==> src/rtl/penc_pkg.sv <==
// Shared constants and helpers for the synchronous priority encoder.
package penc_pkg;

    localparam int unsigned PENC_MAX_N = 256;

    // True when more than one bit of v is set (clearing the lowest set bit leaves something behind).
    function automatic logic penc_popcnt_gt1(input logic [PENC_MAX_N-1:0] v);
        return |(v & (v - PENC_MAX_N'(1)));
    endfunction

endpackage

==> src/rtl/penc_search.sv <==
// Combinational N->W search: first set bit of i_vec, either starting at i_start and
// walking upward with wrap-around (i_dir_low=1) or walking down from N-1 (i_dir_low=0).
module penc_search #(
    parameter int unsigned N = 8,
    parameter int unsigned W = $clog2(N)
) (
    input  logic [N-1:0] i_vec,
    input  logic [W-1:0] i_start,
    input  logic         i_dir_low,
    output logic [W-1:0] o_idx,
    output logic         o_found
);

    // Scan from the lowest-priority position to the highest so the last hit wins.
    always_comb begin
        int pos;
        pos     = 0;
        o_idx   = '0;
        o_found = 1'b0;
        for (int k = int'(N) - 1; k >= 0; k--) begin
            if (i_dir_low) begin
                pos = int'(i_start) + k;
                if (pos >= int'(N)) begin
                    pos = pos - int'(N);
                end
            end else begin
                pos = int'(N) - 1 - k;
            end
            if (i_vec[W'(pos)]) begin
                o_idx   = W'(pos);
                o_found = 1'b1;
            end
        end
    end

endmodule

==> src/rtl/priority_encoder_sync.sv <==
// Registered priority encoder with sticky pending requests and a valid/ready output.
// Define PRIORITY_ENCODER_SYNC_RR_EN for round-robin arbitration (PRIO_LOW then ignored).
module priority_encoder_sync
    import penc_pkg::*;
#(
    parameter int unsigned N        = 8,
    parameter int unsigned PRIO_LOW = 1,
    localparam int unsigned W       = $clog2(N)
) (
    input  logic         clk,
    input  logic         rst_n,
    input  logic         en,
    input  logic [N-1:0] i,
    input  logic         o_ready,
    output logic         o_valid,
    output logic [W-1:0] o,
    output logic         o_multi,
    output logic [N-1:0] pend
);

    logic [N-1:0] r_pend;
    logic [W-1:0] r_o;
    logic         r_valid;
    logic         r_multi;

    logic [N-1:0] w_cand;
    logic         w_load;
    logic [W-1:0] w_start;
    logic         w_dir_low;
    logic [W-1:0] w_idx;
    logic         w_found;
    logic         w_multi;
    logic [N-1:0] w_clr;

    assign w_cand  = r_pend | (en ? i : '0);
    assign w_load  = !r_valid || o_ready;
    assign w_multi = penc_popcnt_gt1(PENC_MAX_N'(w_cand));
    assign w_clr   = N'(1) << w_idx;

`ifdef PRIORITY_ENCODER_SYNC_RR_EN
    logic [W-1:0] r_ptr;

    assign w_start   = r_ptr;
    assign w_dir_low = 1'b1;

    // Round-robin pointer advances past every granted index.
    always_ff @(posedge clk or negedge rst_n) begin
        if (!rst_n) begin
            r_ptr <= '0;
        end else if (w_load && w_found) begin
            r_ptr <= (w_idx == W'(N - 1)) ? '0 : w_idx + W'(1);
        end
    end
`else
    assign w_start   = '0;
    assign w_dir_low = (PRIO_LOW != 0);
`endif

    penc_search #(
        .N (N),
        .W (W)
    ) u_search (
        .i_vec     (w_cand),
        .i_start   (w_start),
        .i_dir_low (w_dir_low),
        .o_idx     (w_idx),
        .o_found   (w_found)
    );

    // Output register loads when empty or consumed; otherwise new requests accumulate in pend.
    always_ff @(posedge clk or negedge rst_n) begin
        if (!rst_n) begin
            r_pend  <= '0;
            r_o     <= '0;
            r_valid <= 1'b0;
            r_multi <= 1'b0;
        end else if (w_load) begin
            if (w_found) begin
                r_o     <= w_idx;
                r_valid <= 1'b1;
                r_multi <= w_multi;
                r_pend  <= w_cand & ~w_clr;
            end else begin
                r_valid <= 1'b0;
                r_pend  <= '0;
            end
        end else begin
            r_pend <= w_cand;
        end
    end

    assign o_valid = r_valid;
    assign o       = r_o;
    assign o_multi = r_multi;
    assign pend    = r_pend;

endmodule
==> config.mk <==
export PLATFORM = sky130hd
export DESIGN_NAME = priority_encoder_sync
export DESIGN_NICKNAME = d
export VERILOG_FILES = /design/src/rtl/penc_pkg.sv /design/src/rtl/penc_search.sv /design/src/rtl/priority_encoder_sync.sv
export SDC_FILE = /design/constraint.sdc
export NUM_CORES = 1
export LEC_CHECK = 0
export ABC_AREA = 1
export CAP_MARGIN = 40
export CORE_MARGIN = 2
export CORE_UTILIZATION = 43
export CTS_CLUSTER_DIAMETER = 50
export DETAILED_ROUTE_END_ITERATION = 8
export HOLD_SLACK_MARGIN = 0.12
export PLACE_DENSITY_LB_ADDON = 0.25
export SLEW_MARGIN = 10
export SYNTH_ARGS = -nofsm -noshare
export SYNTH_HDL_FRONTEND = slang
export SYNTH_SLANG_ARGS = --single-unit
==> constraint.sdc <==
create_clock -name clk -period 1.6 [get_ports clk]
set_input_delay 0.32 -clock clk [delete_from_list [all_inputs] [get_ports clk]]
set_output_delay 0.32 -clock clk [all_outputs]
set_load 0.005 [all_outputs]
Word level (Yosys, flattened, before mapping)
Index checks and enable logic that the tools add are counted.
{"block": "classes", "add_sub_neg": 1, "shifts": 1, "muxes": 12, "n_bitwise": 4, "n_reduce_logical": 4}
{"op": "bitwise AND 8 x 256 -> 256 bit", "n": 1}
{"op": "OR reduction 256 bit", "n": 1}
{"op": "two-way mux 8 bit", "n": 3}
{"op": "two-way mux 3 bit", "n": 4}
{"op": "subtractor 8 x 1 -> 9 bit (second input constant)", "n": 1}
{"op": "bitwise AND 8 bit", "n": 1}
{"op": "NOT 8 bit", "n": 1}
{"op": "OR 8 bit", "n": 1}
{"op": "left shift 1 x 3 -> 8 bit (first input constant)", "n": 1}
{"op": "two-way mux 1 bit", "n": 5}
{"op": "AND reduction 2 bit", "n": 1}
{"op": "logical NOT 1 bit", "n": 1}
{"op": "logical OR 1 bit", "n": 1}
{"block": "word_totals", "register_bits": 13, "in_bits": 12, "out_inout_bits": 13, "elab_cells": 26}

Longest topological paths before layout
Gate-level depths: netlist of run 1.
{"block": "depth", "word_depth": 11, "depth_mapped": 9}

By module
Synthesis of run 1 repeated with hierarchy kept, for this count alone.
{"block": "unflattened", "hier_cells": 244, "hier_area_um2": 1456.4}
{"mod": "priority_encoder_sync", "instances": 1, "cells_each": 99, "area_each_um2": 753.2, "seq_area_each_um2": 325.3}
{"mod": "penc_search", "instances": 1, "cells_each": 145, "area_each_um2": 703.2, "seq_area_each_um2": 0.0}

Worst setup path before layout of run 1
Ideal clock, no wire load.
{"block": "synth_path", "kind": "input port to flip-flop", "from": "input en", "to": "register r_multi, in the netlist o_multi", "setup_ps": 123, "arrival_time_ps": 943, "required_ps": 1477, "slack_ps": 533, "stages": 9, "path_buffers": 1, "cell_sequence": "buf_6 nand2_4 nand2_4 nor2_4 nand2_1 nand2_1 nand2_1 nor2_1 a21oi_1"}
{"block": "synth_between", "elab_chain_cells": 6}
{"element": "from (decl)", "line": "priority_encoder_sync.sv:12", "source": "input logic en,"}
{"element": "two-way mux 8 bit (*)", "line": "priority_encoder_sync.sv:35", "source": "assign w_cand = r_pend | (en ? i : '0);"}
{"element": "OR 8 bit (*)", "line": "priority_encoder_sync.sv:35"}
{"element": "branches (longest 4 deep; another with subtractor 8 x 1 -> 9 bit)"}
{"element": "to (signal assigned)", "line": "priority_encoder_sync.sv:81", "source": "r_multi <= w_multi;"}
{"element": "to (decl)", "line": "priority_encoder_sync.sv:24", "source": "logic r_multi;"}
Mark *: on every way between the ends.
A chain may end at the register's enable or synchronous reset.

Worst setup path after layout of run 1
{"block": "layout_path", "from": "register r_valid, in the netlist o_valid", "to": "output o_valid"}
{"element": "from (decl)", "line": "priority_encoder_sync.sv:23", "source": "logic r_valid;"}
{"element": "from (signal assigned)", "line": "priority_encoder_sync.sv:75", "source": "r_valid <= 1'b0;"}
{"element": "from (signal assigned)", "line": "priority_encoder_sync.sv:80", "source": "r_valid <= 1'b1;"}
{"element": "from (signal assigned)", "line": "priority_encoder_sync.sv:84", "source": "r_valid <= 1'b0;"}
{"element": "to (decl)", "line": "priority_encoder_sync.sv:15", "source": "output logic o_valid,"}
No word-level cell between the ends.

==> impl_metrics.csv, run 1 <==
group,metric,value,unit
timing,setup-violations-final,0,
job,cap_violations,0,
clocking,clkLatencyLatePin,270,ps
clocking,ctsRootBufferMaster,"clkbuf_4",
setup_path,path_depth,1,
routing,dr_wl_met2,502,um
global_route,antenna_found_initial,0,
timing,hold_ws,386.9,ps
logic_synthesis,synthesis.instances,75,
floorplan,die_y,41.53,um
pwr,powerDensity,766.8,nW/um^2
routing,highest_layer,"met4",
floorplan,ios,25,
setup_path,cp_slowest_cell,"clkdlybuf4s50_1",
finish,layoutNonFillerInstCount,115,
setup_path,startpoint,"o_valid",
timing,fin_ws,128.8,ps
setup_path,cpPeakStageDelay,510,ps
logic_synthesis,yosysWarnings,0,
timing,period_minus_slack,1471,ps
setup_path,critical_path.reg2reg.endpoint,"o_multi",
routing,post-route-drc-count,0,
logic_synthesis,syn-num-nets,87,
finish,num-nets-final,114,
logic_synthesis,syn_avg_cell_area,8.074,um^2
clocking,cts_resized,0,
timing,skew,7.262,ps
setup_path,startpoint_type,"register",
finish,final_util,0.6654,
setup_path,reg2reg_setup_slack,470,ps
placed_design,place.gp.congestion,0.8379,
clocking,cts_sinks,12,
timing,period_share,0.9195,
floorplan,die_x,41.53,um
global_route,grt_max_degree,13,
setup_path,cp_max_fo,4,
setup_path,arrival,1150,ps
logic_synthesis,synth_area,605.6,um^2
setup_path,rr_worst_depth,8,
floorplan,core-area,1301,um^2
pwr,irDropWorstVdd,0.5009,mV
global_route,grt_overflow,0,
timing,hold_viol_final,0,
floorplan,rows,13,
logic_synthesis,synth_cell_types,16,
routing,via_per_inst,4.478,
setup_path,cp-endpoint,"o_valid",
clocking,clockBufferDepth,2,
timing,finalMaxSlewViolations,0,
setup_path,crit_path_end_kind,"primary output",
floorplan,start_util,0.4654,
finish,diodes,0,
timing,rsz0062_at_grt,"no",
outcome,status,"completed",
worst_hold_path,holdCritPathClass,"in -> async",
pwr,total_power,0.6639,mW
logic_synthesis,synth_area_leaders,"dfrtp_1 50%, nand2_1 14%, nand2_2 7.2%, inv_1 6.8%, nand2_4 3.7%",
global_route,grt_pass1_wl,2201,um
routing,drt_iter0_drc,3,
routing,ant_nets,0,
clocking,cts_hold_buf,0,
clocking,h-tree-depth,1,
finish,drive_gt1_frac,0.1400,
logic_synthesis,yosysTopAreaCell,"dfrtp_1",
timing,worst_slew_pin_slew,508.4,ps
finish,nFillCells,112,
setup_path,path_class,"reg -> out",
routing,wl_met3,57,um
routing,wl,1113,um
placed_design,port_buffers,23,
logic_synthesis,synth_top_area_share,0.4959,
finish,areaGrowthSynthToFinish,42.98,%
global_route,grt_usage,0.1665,
setup_path,cp_top_family,"buffers and inverters",
placed_design,dpl.hpwl,899.1,um
setup_path,crit_chain,"clkdlybuf4s50_1",
routing,drtPass1Iterations,4,
routing,wl_per_cell,9.678,um
logic_synthesis,synth-seq-cells,12,
clocking,cts_inserted_buffers,3,
logic_synthesis,ys_seq_area_frac,0.4959,
placed_design,pre_cts_ws,-29.49,ps
timing,max_freq,679.7,MHz
clocking,tritoncts,"built",
pwr,power_leakage,0.4239,nW
routing,m1WireLength,529,um
clocking,postCtsSetupBuffers,0,
routing,vias,515,
setup_path,required,1280,ps
clocking,cts.reportedPaths.clkPinSlew,70,ps
setup_path,reg2reg_from,"pend[1]",
global_route,grt_pass1_vias,533,
floorplan,die-area,1724,um^2
setup_path,timing.critical_path.buf_inv,1,
placed_design,dp_cells,112,
timing,slew_headroom,0.6600,
==> cell families after synthesis <==
| group | synth area share |
|---|---|
| buffers and inverters | 0.09918 |
| DFF | 0.4959 |
| other | 0.01240 |
| AOI/OAI and AO/OA | 0.06405 |
| and+or+nand+nor | 0.3285 |
==> registers in the layout (all words and copies together), names as in the netlist <==
name / count
o: 2
o_valid: 1
pend: 8
o_multi: 1
==> per-stage QoR <==
step	setup TNS, ps	area [um^2]
floorplan	0	605.6
CTS	0	865.8
global route	0	865.8
detailed placement	-29.49	843.3
finish	0	865.8
global placement	0	843.3
==> cell usage after synthesis <==
master,count
o22ai_1,1
nand2_2,7
nand2_1,22
a21boi_0,1
dfrtp_1,12
nor2_4,1
nand2_4,2
buf_4,1
inv_1,11
conb_1,2
a21oi_1,2
nor2_1,6
buf_6,1
nand4_1,1
nand3_1,2
o21ai_0,3
==> worst min path at each step <==
stage	from	to	slack, ps
6_report	rst_n	pend[4]	390
5_1_grt	rst_n	pend[4]	440
4_1_cts	rst_n	pend[7]	400
3_5_place_dp	pend[5]	pend[5]	490
3_3_place_gp	pend[5]	pend[5]	480
2_1_floorplan	rst_n	o[0]	20
==> layout by cell type (no fill, tap or decap), drive strengths merged <==
cell type       n
inv            11
nand2          31
buf             1
nand4           1
a21oi           2
nand3           2
conb            2
dfrtp          12
o21ai           3
a21boi          1
clkbuf          3
clkdlybuf4s50  23
nor2            7
o22ai           1
==> layer usage <==
layer | GRT usage | vias to the layer above
li1 | - | 273
met1 | 0.2067 | 220
met2 | 0.2531 | 18
met3 | 0.03913 | 4
met4 | 0.1161 | 0
met5 | 0 | -
==> cell type report <==
class | instances | area, um^2 | area share
repair buffers | 24 | 237.7 | 0.2746
well taps | 15 | 18.77 | 0.02168
multi-input cells | 50 | 245.2 | 0.2832
clock buffers | 3 | 22.52 | 0.02601
inverters | 11 | 41.29 | 0.04769
flip-flops and latches | 12 | 300.3 | 0.3468
==> where the power goes <==
group / switching (mW) / internal [mW] / leakage, nW
Clock: 0.0891 / 0.0870 / 0.0138
Sequential: 0.0108 / 0.323 / 0.129
Combinational: 0.0700 / 0.0836 / 0.281
Total: 0.170 / 0.494 / 0.424
No activity file was read; power rests on OpenSTA's default activity.
==> run 2, diff against run 1 <==
--- a/config.mk
+++ b/config.mk
@@ -13,6 +13,7 @@
 export DETAILED_ROUTE_END_ITERATION = 8
 export HOLD_SLACK_MARGIN = 0.12
 export PLACE_DENSITY_LB_ADDON = 0.25
+export SKIP_CTS_REPAIR_TIMING = 1
 export SLEW_MARGIN = 10
 export SYNTH_ARGS = -nofsm -noshare
 export SYNTH_HDL_FRONTEND = slang
==> results of run 2 <==
The final DEF is identical to that of run 1; final timing and power are the same.
==> run 3, diff against run 2 <==
--- a/config.mk
+++ b/config.mk
@@ -7,7 +7,7 @@
 export LEC_CHECK = 0
 export ABC_AREA = 1
 export CAP_MARGIN = 40
-export CORE_MARGIN = 2
+export CORE_MARGIN = 4
 export CORE_UTILIZATION = 43
 export CTS_CLUSTER_DIAMETER = 50
 export DETAILED_ROUTE_END_ITERATION = 8
==> run 3 against run 2 <==
Sequential share of layout area unchanged. Sequential cell count unchanged. Critical path depth unchanged. Final area unchanged. Clock power about the same. Sequential power about the same. First-iteration DRC count increased to 2.7 times the previous value. Clock skew decreased by 2.9 ps. Largest cell class unchanged.
==> impl_metrics.csv, run 3 (synthesis gave the netlist of run 1 again) <==
group,metric,value,unit
finish,final_util,0.6572,
routing,wl,1126,um
floorplan,ios,25,
outcome,status,"completed",
timing,fin_ws,117.5,ps
setup_path,cp_max_fo,4,
setup_path,cpPeakStageDelay,520,ps
timing,finalMaxSlewViolations,0,
setup_path,cp-endpoint,"o_valid",
setup_path,arrival,1160,ps
job,cap_violations,0,
setup_path,crit_chain,"clkdlybuf4s50_1",
clocking,clockBufferDepth,2,
routing,drtPass1Iterations,4,
worst_hold_path,holdCritPathClass,"in -> async",
floorplan,die_x,45.53,um
setup_path,path_class,"reg -> out",
timing,setup_tns,0,ps
clocking,ctsRootBufferMaster,"clkbuf_4",
timing,max_freq,674.5,MHz
clocking,cts_sinks,12,
global_route,grt_pass1_vias,445,
finish,num-nets-final,114,
setup_path,cp_top_family,"buffers and inverters",
setup_path,startpoint,"o_valid",
floorplan,start_util,0.4596,
placed_design,pre_cts_ws,-14.85,ps
setup_path,timing.critical_path.buf_inv,1,
setup_path,reg2reg_setup_slack,500,ps
setup_path,critical_path.reg2reg.endpoint,"o_multi",
routing,drt_iter0_drc,8,
timing,skew,4.343,ps
setup_path,rr_worst_depth,6,
timing,setup-violations-final,0,
pwr,powerDensity,762.0,nW/um^2
timing,hold_viol_final,0,
clocking,clkLatencyLatePin,260,ps
setup_path,cp_slowest_cell,"clkdlybuf4s50_1",
setup_path,reg2reg_from,"o_valid",
floorplan,core-area,1318,um^2
global_route,grt_usage,0.1321,
routing,ant_nets,0,
timing,rsz0062_at_grt,"no",
clocking,tritoncts,"built",
floorplan,die_y,45.53,um
timing,slew_headroom,0.6572,
finish,diodes,0,
placed_design,port_buffers,23,
finish,areaGrowthSynthToFinish,42.98,%
timing,period_share,0.9266,
pwr,total_power,0.6598,mW
global_route,grt_pass1_wl,1835,um
pwr,irDropWorstVdd,0.5028,mV
finish,final_cell_mix,"23 x clkdlybuf4s50_1, 22 x nand2_1, 12 x dfrtp_1, 11 x inv_1, 7 x nand2_2",
placed_design,place.gp.congestion,0.8251,
setup_path,path_depth,1,
routing,post-route-drc-count,0,
routing,via_per_inst,4.513,
pwr,power_leakage,0.4239,nW
timing,worst_slew_pin_slew,512.7,ps
global_route,grt_max_degree,13,
timing,period_minus_slack,1483,ps
setup_path,crit_path_end_kind,"primary output",
finish,drive_gt1_frac,0.1400,
floorplan,rows,13,
clocking,cts.reportedPaths.clkPinSlew,70,ps
routing,wl_per_cell,9.791,um
setup_path,startpoint_type,"register",
floorplan,die-area,2073,um^2
global_route,grt_overflow,0,
clocking,h-tree-depth,1,
finish,layout_commonest_cell,"clkdlybuf4s50_1",
clocking,cts_inserted_buffers,3,
finish,largest_reg_flops,8,
placed_design,dpl.hpwl,905.8,um
routing,vias,519,
global_route,antenna_found_initial,0,
setup_path,required,1280,ps
run 3: cell counts in the layout (fill, tap and decap cells not counted):
Identical to the previous run, type by type.
run 3: cell type report:
class / instances / area [um^2]
fill: 103 / 451.7
sequential: 12 / 300.3
multi-input combinational: 50 / 245.2
timing repair buffer: 24 / 237.7
inverter: 11 / 41.29
clock buffer: 3 / 22.52
tap: 15 / 18.77
run 3: worst min-delay path by stage:
| stage | end | slack [ps] | cells after the start |
|---|---|---|---|
| floorplan | o[0] | 20 | 0 |
| global placement | pend[7] | 480 | 2 |
| detailed placement | pend[4] | 490 | 2 |
| CTS | pend[2] | 410 | 1 |
| global route | pend[0] | 430 | 1 |
| finish | pend[2] | 390 | 1 |
run 3: report_power, final:
group | switching, mW | total (mW) | internal [mW]
clock network | 0.0860 | 0.173 | 0.0869
logic | 0.0700 | 0.154 | 0.0836
registers | 0.00982 | 0.333 | 0.323
total | 0.166 | 0.660 | 0.494
run 3: routing by layer:
layer | GRT usage | share of wire | up-vias
met1 | 0.1746 | 0.45 | 219
met5 | 0 | 0 | -
li1 | - | - | 277
met2 | 0.1755 | 0.44 | 19
met4 | 0.1053 | 0.028 | 0
met3 | 0.03953 | 0.084 | 4
run 3: per-stage QoR:
step | cells | hold WS [ps] | instance area, um^2
finish | 115 | 394.3 | 865.8
detailed placement | 112 | 487.3 | 843.3
global placement | 112 | 481.4 | 843.3
global route | 115 | 427.1 | 865.8
floorplan | 75 | 24.41 | 605.6
CTS | 115 | 409.8 | 865.8
